[config.mk]
export PLATFORM = sky130hd
export DESIGN_NAME = dispatch_issue_queue
export DESIGN_NICKNAME = d
export VERILOG_FILES = /design/src/rtl/dispatch_issue_queue.sv
export SDC_FILE = /design/constraint.sdc
export NUM_CORES = 1
export LEC_CHECK = 0
export BUFFER_PORTS_ARGS = -buffer_cell sky130_fd_sc_hd__buf_2
export CAP_MARGIN = 20
export CORE_MARGIN = 2
export CORE_UTILIZATION = 52
export CTS_CLUSTER_DIAMETER = 150
export DETAILED_ROUTE_END_ITERATION = 6
export GPL_TIMING_DRIVEN = 0
export PLACE_DENSITY = 0.83
export SLEW_MARGIN = 10
export SYNTH_ARGS = -nofsm -noshare
export SYNTH_HDL_FRONTEND = slang
export SYNTH_SLANG_ARGS = --single-unit
[constraint.sdc]
create_clock -name clk -period 4.05 [get_ports clk]
set_input_delay 0.81 -clock clk [delete_from_list [all_inputs] [get_ports clk]]
set_output_delay 0.81 -clock clk [all_outputs]
set_load 0.1 [all_outputs]
[src/rtl/dispatch_issue_queue.sv]
// In-order dispatch FIFO: buffers decoded instructions and issues the head to its
// one-hot selected execution unit, serializing privileged ops against in-flight work.
package cvw_pkg;
  typedef struct packed {
    int unsigned XLEN;
  } cvw_t;
endpackage

module dispatch_issue_queue
  import cvw_pkg::*;
#(
  parameter cvw_t        P           = '{XLEN: 32'd64},
  parameter int unsigned DEPTH       = 4,
  parameter int unsigned MAXINFLIGHT = 8
) (
  input  logic                             clk,
  input  logic                             reset,
  input  logic                             FlushD,
  input  logic                             InstrValidD,
  output logic                             InstrReadyD,
  input  logic [31:0]                      InstrD,
  input  logic [P.XLEN-1:0]                PCD,
  input  logic [5:0]                       UnitSelD,
  output logic [5:0]                       IssueValid,
  input  logic [5:0]                       IssueReady,
  output logic [31:0]                      IssueInstr,
  output logic [P.XLEN-1:0]                IssuePC,
  output logic                             IssueIllegal,
  input  logic [5:0]                       UnitDone,
  output logic [$clog2(DEPTH+1)-1:0]       QueueCount,
  output logic [$clog2(MAXINFLIGHT+1)-1:0] InFlight
);
  localparam int unsigned PW = $clog2(DEPTH);
  localparam int unsigned CW = $clog2(DEPTH + 1);
  localparam int unsigned FW = $clog2(MAXINFLIGHT + 1);
  localparam int unsigned SW = FW + 3;
  localparam logic [5:0]  SEL_PRIV = 6'b000001;

  typedef struct packed {
    logic [31:0]       instr;
    logic [P.XLEN-1:0] pc;
    logic [5:0]        sel;
    logic              illegal;
  } entry_t;

  entry_t         mem_q [DEPTH];
  logic [PW-1:0]  head_q, head_d, tail_q, tail_d;
  logic [CW-1:0]  count_q, count_d;
  logic [FW-1:0]  inflight_q, inflight_d;
  logic           priv_q, priv_d;
  logic           nonempty, eligible, enq, fire, underflow, sel_onehot;
  logic [SW-1:0]  done_cnt, infl_sum;
  entry_t         head, new_entry;

  always_comb begin
    head       = mem_q[head_q];
    nonempty   = (count_q != '0);
    sel_onehot = (UnitSelD != '0) && ((UnitSelD & (UnitSelD - 6'd1)) == '0);

    new_entry.instr   = InstrD;
    new_entry.pc      = PCD;
    new_entry.sel     = sel_onehot ? UnitSelD : SEL_PRIV;
    new_entry.illegal = ~sel_onehot;

    InstrReadyD = ~reset && (count_q < CW'(DEPTH));
    enq         = InstrValidD && InstrReadyD && ~FlushD;

    // Priv heads wait for an empty pipeline; anything after a Priv waits for it to retire.
    eligible = nonempty && ~FlushD && ~priv_q && (inflight_q < FW'(MAXINFLIGHT))
               && (~head.sel[0] || (inflight_q == '0));
    IssueValid   = eligible ? head.sel : '0;
    fire         = |(IssueValid & IssueReady);
    IssueInstr   = nonempty ? head.instr : '0;
    IssuePC      = nonempty ? head.pc : '0;
    IssueIllegal = nonempty && head.illegal;
    QueueCount   = count_q;
    InFlight     = inflight_q;

    done_cnt = '0;
    for (int unsigned i = 0; i < 6; i++) begin
      done_cnt = done_cnt + SW'(UnitDone[i]);
    end
    infl_sum   = SW'(inflight_q) + SW'(fire);
    underflow  = (infl_sum < done_cnt);
    inflight_d = underflow ? '0 : FW'(infl_sum - done_cnt);

    if (fire && head.sel[0]) begin
      priv_d = 1'b1;
    end else if (inflight_q == '0) begin
      priv_d = 1'b0;
    end else begin
      priv_d = priv_q;
    end

    if (FlushD) begin
      head_d  = '0;
      tail_d  = '0;
      count_d = '0;
    end else begin
      head_d  = fire ? head_q + PW'(1) : head_q;
      tail_d  = enq ? tail_q + PW'(1) : tail_q;
      count_d = count_q + CW'(enq) - CW'(fire);
    end
  end

  always_ff @(posedge clk) begin
    if (reset) begin
      head_q     <= '0;
      tail_q     <= '0;
      count_q    <= '0;
      inflight_q <= '0;
      priv_q     <= 1'b0;
    end else begin
      head_q     <= head_d;
      tail_q     <= tail_d;
      count_q    <= count_d;
      inflight_q <= inflight_d;
      priv_q     <= priv_d;
    end
  end

  always_ff @(posedge clk) begin
    if (enq) begin
      mem_q[tail_q] <= new_entry;
    end
  end

  assert property (@(posedge clk) disable iff (reset) !underflow);
endmodule
# == Word level (Yosys, flattened, before mapping) ==
# Memories as Yosys holds them, arrays and structs flattened. A register that Yosys moved wholly into a read port is not among the register bits.
# Index checks and enable logic that the tools add are counted.
# op_classes
addsub,12
n_lt_le_gt_ge,3
mux,10
bitwise,7
n_reduce_logical,19
# op_table
cell,n
2-to-1 mux 64 bit,1
2-to-1 mux 32 bit,1
AND 6 bit,2
2-to-1 mux 6 bit,2
adder 4 x 1 -> 5 bit,2
logical AND 1 bit,10
adder 5 x 1 -> 6 bit,1
logical NOT 6 bit,1
< comparator 5 x 6 -> 1 bit,1
nonzero test 6 bit,1
OR reduction 6 bit,1
subtractor 6 x 1 -> 6 bit (second input constant),1
NOT 1 bit,5
adder 2 x 1 -> 2 bit (second input constant),2
adder 3 x 1 -> 4 bit,1
logical NOT 4 bit,1
< comparator 4 bit (second input constant),1
2-to-1 mux 1 bit,4
2-to-1 mux 2 bit,2
OR reduction 2 bit,2
subtractor 4 bit,1
adder 2 x 1 -> 3 bit,1
adder 3 x 1 -> 3 bit,1
< comparator 3 bit (second input constant),1
5 further kinds,5
# totals
regBits,12
ramBits,412
input_bits,118
n_memories,1
# memory_table
memory,depth,width,rd,rd_ports_with_merged_regs,wr,line_no,source
mem_q,4,103,1,1,1,46,entry_t mem_q [DEPTH];

# == Logic depth before layout (Yosys ltp) ==
# Gate-level depths: netlist of the first run.
# logic_depth
word_depth,11
depth_mapped,14

# == Worst setup path before layout of the first run ==
# Ideal clock, no wire load.
# synth_timing
kind,reg-to-output
start,"reg inflight_q[2], in the netlist InFlight[2]"
end,out IssueValid[2]
arrival_ns,3.987
required_ns,3.240
setup_slack_ns,-0.747
stages_incl_launch_ff,4
path_buffers,0
path_cell_list,dfxtp_1 or4_1 a211o_4 a211oi_1
# synth_between
elab_chain_cells,4
word_cells_on_any_way,6
cone_classes,order compare: 1; mux: 1; reduce/logical: 4
# synth_rtl
element,line_no,source
from (decl),49,"logic [FW-1:0] inflight_q, inflight_d;"
from (signal assigned),117,inflight_q <= inflight_d;
< comparator 4 bit / logical NOT 4 bit (equally long branches),"69, 70",
logical AND 1 bit / logical OR 1 bit (equally long branches),"69, 70",
logical AND 1 bit *,70,&& (~head.sel[0] || (inflight_q == '0));
2-to-1 mux 6 bit *,71,IssueValid = eligible ? head.sel : '0;
to (decl),24,"output logic [5:0] IssueValid,"
# Mark *: on every way between the ends. The rest lies on a longest branch, timed or not.

# == Final worst setup path of the first run ==
# layout_timing
start,"reg count_q[2], in the netlist QueueCount[2]"
end,out IssuePC[46]
# layout_between
elab_chain_cells,2
# layout_rtl
element,line_no,source
from (decl),48,"logic [CW-1:0] count_q, count_d;"
from (signal assigned),116,count_q <= count_d;
nonzero test 3 bit,57,nonempty = (count_q != '0);
2-to-1 mux 64 bit,74,IssuePC = nonempty ? head.pc : '0;
to (decl),27,"output logic [P.XLEN-1:0] IssuePC,"
# Every way passes these cells.

==> results.json, run 1 <==
{
  "result_of_the_run": "completed",
  "synth-main-ff-cell": "sky130_fd_sc_hd__edfxtp_1",
  "path_cells": "nor3_2 > buf_4 > clkbuf_1 > clkbuf_1 > and2b_1 > buf_2",
  "most-common-layout-cells": "sky130_fd_sc_hd__edfxtp_1, sky130_fd_sc_hd__buf_2, sky130_fd_sc_hd__mux4_2",
  "dp_hpwl_um": 21000,
  "design.portCount": 229,
  "post_cts_resize_count": 0,
  "grt_start_max_net_pins": 41,
  "p_seq_share_pct": 50.0,
  "route.final.wire_length_um": 32800,
  "critical_path_arrival_ns": 3.04,
  "synth.cell_area_mm2": 0.0166,
  "port_buffers": 227,
  "max_slew.worst_pin.slew_ns": 0.760,
  "max-vdd-ir-drop_mv": 0.400,
  "synth-seq-area-share_pct": 76.2,
  "cts.sinks": 426,
  "floorplan.core_area_mm2": 0.0315,
  "internal_power_mw": 7.54,
  "layout.cell_area.non_filler_mm2": 0.0199,
  "synthArstFlopShare_pct": 0,
  "yosys_warns": 0,
  "gr-total-overflow": 0,
  "dpl_cell_area_mm2": 0.0184,
  "post_drt_wl_per_cell_um": 21.9,
  "final-hold-violation-count": 0,
  "final_min_period_ns": 3.85,
  "path_class": "reg2out",
  "worst_slack_ns": 0.204,
  "critPathSlowestCell": "sky130_fd_sc_hd__clkbuf_1",
  "syn_to_final_growth_pct": 19.8,
  "swShare_pct": 23.5,
  "post-route-period-util_pct": 95.0,
  "synth_enable_flop_cells": 412,
  "antenna_violations_before_repair": 8,
  "cpPeakStageDelay_ns": 0.60,
  "overall_die_height_um": 183,
  "post-route-util_pct": 63.2,
  "drive_gt1_share_pct": 39.5,
  "r2r_setup_slack_ns": 0.62,
  "cts.repair_timing.setup_buffer_count": 0,
  "min-delay-path-class": "in2reg",
  "nets": 1200,
  "tritoncts": "built",
  "comb_power_share_pct": 9.5,
  "cts_hold_buffers": 0,
  "maximum_root_to_sink_buffer_count": 3,
  "h_tree_depth": 2,
  "fmaxAchievable_mhz": 260,
  "dr.pass1.iters": 5,
  "detail-route-antenna-nets": 0,
  "synth.ff_latch_count": 426,
  "detail_route.iter0.violations": 575,
  "critPathLaunchType": "flip-flop",
  "floorplan.rows": 65,
  "required_ns": 3.24,
  "remaining_drc_errors": 0,
  "wire_length_of_the_first_global_routing_pass_um": 50300,
  "syn_nets": 918,
  "maxCapViolations": 0,
  "starting_density_of_the_core_pct": 52.8,
  "clkTransAtPathRegs_ns": 0.06,
  "globalRouteTotalUtil_pct": 20.0,
  "grt_pass1_vias": 8934,
  "critical_path.endpoint_type": "primary output",
  "die_w_um": 183,
  "total_leakage_power_nw": 6.93,
  "power_density_mw_per_mm2": 496,
  "setup_viol": 0,
  "clock_power_share_pct": 40.5,
  "unrepaired_setup_endpoints_after_global_routing": "no",
  "total_power_mw": 9.86,
  "syn-mean-instance-area_um2": 21.2,
  "final_common_cell": "sky130_fd_sc_hd__edfxtp_1",
  "dieArea_mm2": 0.0334,
  "route.vias.total": 8355,
  "power.switching_mw": 2.32,
  "clock_latency_ns": 0.54,
  "critical_path.max_fanout": 10,
  "avgViaCountPerCell": 5.57,
  "skew_ns": 0.0120,
  "maxSlewViolCount": 0,
  "synthesis.instances": 783,
  "cp_common_cell": "sky130_fd_sc_hd__clkbuf_1",
  "cts_made_buffers": 44,
  "cts_root_buffer": "sky130_fd_sc_hd__clkbuf_16",
  "slew_headroom_pct": 49.4,
  "ys_types": 39,
  "pre_cts_slack_ns": 0.299,
  "place_congestion": 0.769
}
-- flip-flops by register name, indices dropped and copies added, names as in the netlist, named ones only --
signal	cells
head_q	2
QueueCount	3
tail_q	2
mem_q	412
priv_q	1
InFlight	4
-- per-stage QoR --
step	TNS (ns)	instances	hold slack, ns
after floorplan	-1.49	783	0.446
after detailed placement	0	1421	0.483
after global placement	-89.86	1412	0.464
after global routing	0	1498	0.461
after CTS	0	1497	0.459
final	0	1499	0.483
-- per-layer routing --
metal	GRT usage, %	routed length (µm)	vias up	part of all wire (%)
li1	-	-	3712	-
met1	26.6	13100	4270	40
met2	33.1	16200	298	50
met3	5.51	2640	65	8.1
met4	5.32	733	10	2.2
met5	0	69	-	0.21
-- cell usage after synthesis, drive strengths merged (2+ instances only) --
library cell	instances	area, µm²
inv	21	78.8
a21oi	7	38.8
edfxtp	412	12400
nand2	8	30.0
or3	2	12.5
nor2	12	45.0
and3	4	25.0
xor2	4	35.0
dfxtp	14	280
and2b	10	75.1
a211oi	4	40.0
buf	19	98.9
mux4	101	2270
xnor2	4	35.0
clkbuf	17	63.8
mux2i	5	50.1
fa	5	100
nor3	6	30.0
and2	6	37.5
ha	12	150
mux2	2	22.5
nand3	3	15.0
nor2b	93	589
a21o	2	15.0
-- final timing paths --
check	startpoint	to	cells past startpoint
max	QueueCount[2]	IssuePC[46]	6
min	InstrD[14]	mem_q[1][85]	1
max reg2reg	flip-flop	InFlight[3]	12
min reg2reg	head_q[1]	head_q[1]	2
-- power groups by stage --
stage	Sequential (mW)	Combinational [mW]	Clock (mW)
final	4.93	0.940	4.00
after global routing	4.93	1.00	4.27
after CTS	4.93	0.947	4.07
after detailed placement	5.02	0.942	0
after global placement	5.02	0.915	0
after floorplan	5.13	0.585	0
-- worst max-delay path, delay by kind of cell, from the launching register on --
family | cells | cell delay, ns
buf+inv | 4 | 1.61
simple gates | 2 | 0.52
flops | 1 | 0.35
-- cell type report --
type	count	area (µm²)
Buffer	36	163
Inverter	21	78.8
Timing Repair Buffer	236	1310
Antenna cell	2	5.00
Fill cell	2144	11600
Multi-Input combinational cell	300	3740
Sequential cell	426	12700
Clock inverter	26	295
Clock buffer	50	1140
Tap cell	402	503
-- cell families after synthesis --
group | Yosys count | synth area share [%]
xor gates and xnor gates | 8 | 0.422
buffers and inverters | 57 | 1.45
and+or+nand+nor | 145 | 5.22
AOI/OAI and AO/OA | 22 | 1.06
muxes | 108 | 14.1
DFF | 426 | 76.2
adders and majority gates | 17 | 1.51
(Power assumes the default switching activity.)
==> inputs of run 2 (changes only) <==
--- a/config.mk
+++ b/config.mk
@@ -7,12 +7,14 @@
 export LEC_CHECK = 0
 export BUFFER_PORTS_ARGS = -buffer_cell sky130_fd_sc_hd__buf_2
 export CAP_MARGIN = 20
+export CELL_PAD_IN_SITES_DETAIL_PLACEMENT = 2
+export CELL_PAD_IN_SITES_GLOBAL_PLACEMENT = 2
 export CORE_MARGIN = 2
-export CORE_UTILIZATION = 52
+export CORE_UTILIZATION = 39
 export CTS_CLUSTER_DIAMETER = 150
 export DETAILED_ROUTE_END_ITERATION = 6
 export GPL_TIMING_DRIVEN = 0
-export PLACE_DENSITY = 0.83
+export PLACE_DENSITY = 0.82
 export SLEW_MARGIN = 10
 export SYNTH_ARGS = -nofsm -noshare
 export SYNTH_HDL_FRONTEND = slang
==> run 2 against run 1 <==
  * Die area is 33% higher
  * Cell area is 1.1% higher
  * Flip-flop and latch count stayed put
  * First-iteration DRC count is 21% lower
  * Non-clock buffer count is 1 lower
  * Sequential power hardly changed
  * Highest routed layer unchanged
==> results.json, run 2 (same netlist as run 1, synthesis figures left out) <==
{
  "total_leakage_power_nw": 6.96,
  "whs_endpoint": "mem_q[2][46]",
  "result_of_the_run": "completed",
  "floorplan.rows": 75,
  "timing.hold.worst.start": "PCD[39]",
  "syn_to_final_growth_pct": 21.1,
  "dieArea_mm2": 0.0442,
  "final_min_period_ns": 3.85,
  "overall_die_height_um": 210,
  "cts.sinks": 426,
  "pre_cts_slack_ns": 0.182,
  "remaining_drc_errors": 0,
  "maxCapViolations": 0,
  "design.portCount": 229,
  "skew_ns": 0.0172,
  "worst_slack_ns": 0.200,
  "port_buffers": 227,
  "layoutNonFillerInstCount": 1641,
  "post-route-period-util_pct": 95.0,
  "critPathLaunchType": "flip-flop",
  "grt_start_max_net_pins": 50,
  "unrepaired_setup_endpoints_after_global_routing": "no",
  "cts_hold_buffers": 0,
  "dpl_cell_area_mm2": 0.0187,
  "largest_register_ff_count": 412,
  "final-hold-violation-count": 0,
  "clkTransAtPathRegs_ns": 0.06,
  "wire_length_of_the_first_global_routing_pass_um": 63800,
  "dr.pass1.iters": 5,
  "largest-register": "mem_q",
  "final_common_cell": "sky130_fd_sc_hd__edfxtp_1",
  "cts_made_buffers": 46,
  "route.vias.total": 8493,
  "fmaxAchievable_mhz": 260,
  "grt_pass1_vias": 9917,
  "worst_hold_path.num_cells": 1,
  "max-vdd-ir-drop_mv": 0.391,
  "r2r_setup_slack_ns": 0.40,
  "cts_root_buffer": "sky130_fd_sc_hd__clkbuf_16",
  "globalRouteTotalUtil_pct": 19.7,
  "most-common-layout-cells": "sky130_fd_sc_hd__edfxtp_1, sky130_fd_sc_hd__buf_2, sky130_fd_sc_hd__mux4_2",
  "nets": 1201,
  "die_w_um": 210,
  "critical_path_arrival_ns": 3.04,
  "post_drt_wl_per_cell_um": 25.9,
  "maximum_root_to_sink_buffer_count": 3,
  "maxSlewViolCount": 0,
  "detail_route.iter0.violations": 452,
  "critical_path.max_fanout": 10,
  "required_ns": 3.24,
  "route.final.wire_length_um": 42500,
  "clock_latency_ns": 0.57,
  "path_class": "reg2out",
  "place_congestion": 0.709,
  "slew_headroom_pct": 50.8,
  "layout.cell_area.non_filler_mm2": 0.0201,
  "h_tree_depth": 2,
  "power_density_mw_per_mm2": 495,
  "antenna_violations_before_repair": 10,
  "dp_hpwl_um": 29000,
  "gr-total-overflow": 0,
  "tritoncts": "built",
  "floorplan.core_area_mm2": 0.0419,
  "setup_viol": 0,
  "max_slew.worst_pin.slew_ns": 0.737,
  "critical_path.endpoint_type": "primary output",
  "min-delay-path-class": "in2reg",
  "place.detailed.instances": 1558,
  "worst_r2r_endpoint": "InFlight[3]",
  "starting_density_of_the_core_pct": 39.6,
  "drive_gt1_share_pct": 39.4,
  "avgViaCountPerCell": 5.18,
  "timing.reg2reg.worst_path_depth": 12,
  "cts.repair_timing.setup_buffer_count": 0,
  "totalNegativeSetupSlack_ns": 0,
  "detail-route-antenna-nets": 0
}
==> run 2: worst max-delay path, stage by stage, from the launching register on <==
cell and delay, ns:
sky130_fd_sc_hd__dfxtp_1 0.30, sky130_fd_sc_hd__buf_2 0.18, sky130_fd_sc_hd__buf_2 0.40, sky130_fd_sc_hd__buf_2 0.37, sky130_fd_sc_hd__buf_2 0.36, sky130_fd_sc_hd__mux4_2 0.25, sky130_fd_sc_hd__nor2b_1 0.16, sky130_fd_sc_hd__buf_2 0.47
==> run 2: layout make-up <==
type,count,area [µm²]
inverters,21,78.8
well taps,539,674
clock inverters,27,244
flip-flops and latches,426,12700
repair buffers,236,1370
clock buffers,54,1180
multi-input cells,300,3740
diodes,3,7.51
fillers,3783,21800
plain buffers,35,160
==> run 2: stage by stage <==
stage	total power, mW	util, %	hold slack [ns]
2_1_floorplan	5.72	-	0.446
5_1_grt	10.3	47.9	0.438
3_5_place_dp	6.01	44.5	0.484
3_3_place_gp	5.95	43.9	0.465
4_1_cts	10.1	47.9	0.425
6_report	9.95	47.9	0.457
==> run 2: repair_timing <==
action | 4_1_cts | 5_1_grt
endpoints found under the setup margin | 30 | 0
resized for setup | 2 | 0
endpoints found under the hold margin | 0 | 0
==> run 2: metal layers <==
metal / wire [µm] / track usage [%] / vias up
met5: 88 / 0 / -
met4: 760 / 5.09 / 12
met3: 2380 / 4.71 / 61
met2: 22700 / 36.2 / 205
met1: 16600 / 23.3 / 4512
li1: - / - / 3703
==> run 2: how the worst max path moves through the flow <==
stage	start	end	depth (start not counted)
2_1_floorplan	InFlight[2]	IssueValid[2]	3
3_5_place_dp	QueueCount[2]	IssuePC[42]	6
5_1_grt	flip-flop	IssuePC[40]	7
3_3_place_gp	QueueCount[2]	IssuePC[42]	5
6_report	flip-flop	IssuePC[52]	7
4_1_cts	flip-flop	IssuePC[36]	7
==> run 2: where the power goes <==
part | internal, mW | switching (mW) | total [mW]
Clock | 2.33 | 1.71 | 4.04
Combinational | 0.241 | 0.732 | 0.973
Sequential | 4.90 | 0.0406 | 4.94
Total | 7.47 | 2.48 | 9.95
==> inputs of run 3 (changes only) <==
--- a/config.mk
+++ b/config.mk
@@ -5,16 +5,16 @@
 export SDC_FILE = /design/constraint.sdc
 export NUM_CORES = 1
 export LEC_CHECK = 0
+export ABC_AREA = 1
 export BUFFER_PORTS_ARGS = -buffer_cell sky130_fd_sc_hd__buf_2
 export CAP_MARGIN = 20
 export CELL_PAD_IN_SITES_DETAIL_PLACEMENT = 2
 export CELL_PAD_IN_SITES_GLOBAL_PLACEMENT = 2
-export CORE_MARGIN = 2
-export CORE_UTILIZATION = 39
+export CORE_UTILIZATION = 35
 export CTS_CLUSTER_DIAMETER = 150
 export DETAILED_ROUTE_END_ITERATION = 6
 export GPL_TIMING_DRIVEN = 0
-export PLACE_DENSITY = 0.82
+export PLACE_DENSITY = 0.83
 export SLEW_MARGIN = 10
 export SYNTH_ARGS = -nofsm -noshare
 export SYNTH_HDL_FRONTEND = slang
==> run 3 against run 2 <==
  * Synthesized cell count up 78%
  * Non-clock buffer count grew 53
  * Count of clock-buffer cells in the layout increased by 2
  * Via count up 41%
  * Clock power is 6.9% higher
  * Area after synthesis increased by 2.2%
  * Critical path depth is 2 higher
  * First-iteration DRC count grew 38%
==> results.json, run 3 <==
{
  "result_of_the_run": "completed",
  "min-delay-path-class": "in2reg",
  "max_slew.worst_pin.slew_ns": 0.908,
  "die_w_um": 222,
  "final_min_period_ns": 3.86,
  "yosys_warns": 0,
  "final-hold-violation-count": 0,
  "starting_density_of_the_core_pct": 35.6,
  "total_leakage_power_nw": 7.84,
  "synth.ff_latch_count": 426,
  "dr.pass1.iters": 5,
  "critical_path.reg2reg.startpoint": "QueueCount[2]",
  "post-synth-top-area-fraction_pct": 72.9,
  "dieArea_mm2": 0.0494,
  "detail_route.iter0.violations": 622,
  "setup_viol": 0,
  "tritoncts": "built",
  "detail-route-antenna-nets": 0,
  "remaining_drc_errors": 0,
  "floorplan.rows": 80,
  "route.vias.total": 12000,
  "critPathLaunchType": "flip-flop",
  "synth_enable_flop_cells": 412,
  "overall_die_height_um": 222,
  "ys_types": 26,
  "seqCellArea_mm2": 0.0127,
  "antenna_violations_before_repair": 13,
  "cts.sinks": 426,
  "nets": 1820,
  "syn_to_final_growth_pct": 24.2,
  "clock_latency_ns": 0.57,
  "maxCapViolations": 0,
  "design.portCount": 229,
  "avgViaCountPerCell": 5.13,
  "clkTransAtPathRegs_ns": 0.06,
  "unrepaired_setup_endpoints_after_global_routing": "no",
  "most-common-layout-cells": "sky130_fd_sc_hd__nor2_1, sky130_fd_sc_hd__edfxtp_1, sky130_fd_sc_hd__buf_2",
  "place_congestion": 0.779,
  "critical_path_arrival_ns": 3.05,
  "synth_area_leaders": "sky130_fd_sc_hd__edfxtp_1, sky130_fd_sc_hd__nor2_1, sky130_fd_sc_hd__o21ai_0",
  "synth-seq-area-share_pct": 74.5,
  "port_buffers": 228,
  "power_density_mw_per_mm2": 573,
  "grt_pass1_vias": 13600,
  "multi_input_area_mm2": 0.00397,
  "cts_hold_buffers": 0,
  "skew_ns": 0.0102,
  "synthArstFlopShare_pct": 0,
  "wire_length_of_the_first_global_routing_pass_um": 82300,
  "synthesis.instances": 1390,
  "syn_nets": 1525,
  "synth.cell_area_mm2": 0.0170,
  "route.final.wire_length_um": 54900,
  "yosys.cell_count.top_type": "sky130_fd_sc_hd__nor2_1",
  "post-route-util_pct": 44.2,
  "synth-main-ff-cell": "sky130_fd_sc_hd__edfxtp_1",
  "largest-register": "mem_q",
  "largest_register_ff_count": 412,
  "maximum_root_to_sink_buffer_count": 3,
  "syn-mean-instance-area_um2": 12.2,
  "cts_root_buffer": "sky130_fd_sc_hd__clkbuf_16",
  "layout.cell_area.non_filler_mm2": 0.0211,
  "fmaxAchievable_mhz": 259,
  "slew_headroom_pct": 39.3,
  "post_drt_wl_per_cell_um": 23.5,
  "max-vdd-ir-drop_mv": 0.458,
  "ranking_of_synthesized_cells_by_instance_count": "sky130_fd_sc_hd__nor2_1, sky130_fd_sc_hd__edfxtp_1, sky130_fd_sc_hd__o21ai_0, sky130_fd_sc_hd__a21oi_1, sky130_fd_sc_hd__nand2_1",
  "total_power_mw": 12.1,
  "fill_cells": 4809,
  "path_class": "reg2out",
  "gr-total-overflow": 0,
  "h_tree_depth": 2,
  "floorplan.core_area_mm2": 0.0477,
  "dp_hpwl_um": 37000,
  "critical_path.endpoint_type": "primary output",
  "drive_gt1_share_pct": 23.0,
  "post-route-period-util_pct": 95.4,
  "dpl_cell_area_mm2": 0.0195,
  "final_common_cell": "sky130_fd_sc_hd__nor2_1",
  "maxSlewViolCount": 0,
  "critical_path.max_fanout": 11,
  "synth_top_cell_by_area": "sky130_fd_sc_hd__edfxtp_1",
  "globalRouteTotalUtil_pct": 22.2,
  "cts_made_buffers": 47,
  "timing.hold.worst.start": "InstrD[27]",
  "grt_start_max_net_pins": 25,
  "required_ns": 3.24
}
[run 3: changes by cell type after synthesis, moves of 36 or more]
cell                      before  now
sky130_fd_sc_hd__nor2_1       12  428
sky130_fd_sc_hd__o21ai_0       1  163
sky130_fd_sc_hd__mux4_2      101    0
sky130_fd_sc_hd__a21oi_1       6  104
sky130_fd_sc_hd__nor2b_1      92    0
sky130_fd_sc_hd__nand2_1       8   50
sky130_fd_sc_hd__o21ai_1       0   36
[run 3: what timing repair did]
item,in CTS,in global routing
gates resized for setup,19,11
buffers inserted,0,0
endpoints found under the hold margin,0,0
cloned,0,0
endpoints found under the setup margin,68,73
[run 3: path summary, 6_finish.rpt]
kind | depth (start not counted) | slack (ns) | endpoint
hold / removal | 1 | 0.45 | mem_q[2][98]
hold reg to reg | 2 | 0.49 | priv_q
setup / recovery | 9 | 0.19 | IssuePC[20]
setup reg to reg | 16 | 0.52 | InFlight[3]
[run 3: worst max-delay path: stages (launching register included)]
cell,delay (ns)
sky130_fd_sc_hd__dfxtp_1,0.35
sky130_fd_sc_hd__buf_2,0.24
sky130_fd_sc_hd__buf_4,0.25
sky130_fd_sc_hd__clkbuf_4,0.32
sky130_fd_sc_hd__buf_2,0.31
sky130_fd_sc_hd__nor2_1,0.08
sky130_fd_sc_hd__nor2_1,0.08
sky130_fd_sc_hd__o21ai_0,0.11
sky130_fd_sc_hd__a21oi_1,0.21
sky130_fd_sc_hd__buf_2,0.50
[run 3: area by class of cell]
cell class	count	share of cell area, %
plain buffers	77	1.62
inverters	50	0.890
diodes	4	0.0475
clock buffers	56	5.94
multi-input cells	836	18.8
flip-flops and latches	426	60.0
well taps	615	3.65
clock inverters	28	1.33
repair buffers	247	7.69
[run 3: layer usage]
metal / routed length (µm) / vias up / track usage (%) / share of wire (%)
li1: - / 5473 / - / -
met1: 21800 / 6135 / 26.1 / 40
met2: 29000 / 281 / 40.8 / 53
met3: 2970 / 86 / 4.73 / 5.4
met4: 1110 / 18 / 6.07 / 2.0
met5: 118 / - / 0 / 0.21
[run 3: cells by family (layout without fill, tap and decap cells)]
family | Yosys count | after routing | share of synthesized area (%)
xor gates and xnor gates | 5 | 5 | 0.258
buffers and inverters | 128 | 458 | 3.07
DFF | 426 | 426 | 74.5
and+or+nand+nor | 509 | 509 | 11.6
AOI/OAI and AO/OA | 305 | 305 | 9.03
adders and majority gates | 17 | 17 | 1.47
other | 0 | 4 | 0
[run 3: metrics by stage]
step                TNS [ns]  hold WS [ns]  setup slack (ns)  instances
global route               0         0.430           0.00270       2337
detailed placement         0         0.491             0.282       2252
floorplan            -147.97         0.439            -0.359       1390
finish                     0         0.449             0.186       2339
CTS                        0         0.417           0.00134       2335
global placement    -1211.93         0.455             -3.03       2233
[run 3: power breakdown]
group / leakage, nW / switching [mW] / internal [mW]
Sequential: 3.85 / 0.0448 / 4.92
Combinational: 3.25 / 2.32 / 0.459
Clock: 0.747 / 1.75 / 2.57
Total: 7.84 / 4.12 / 7.95
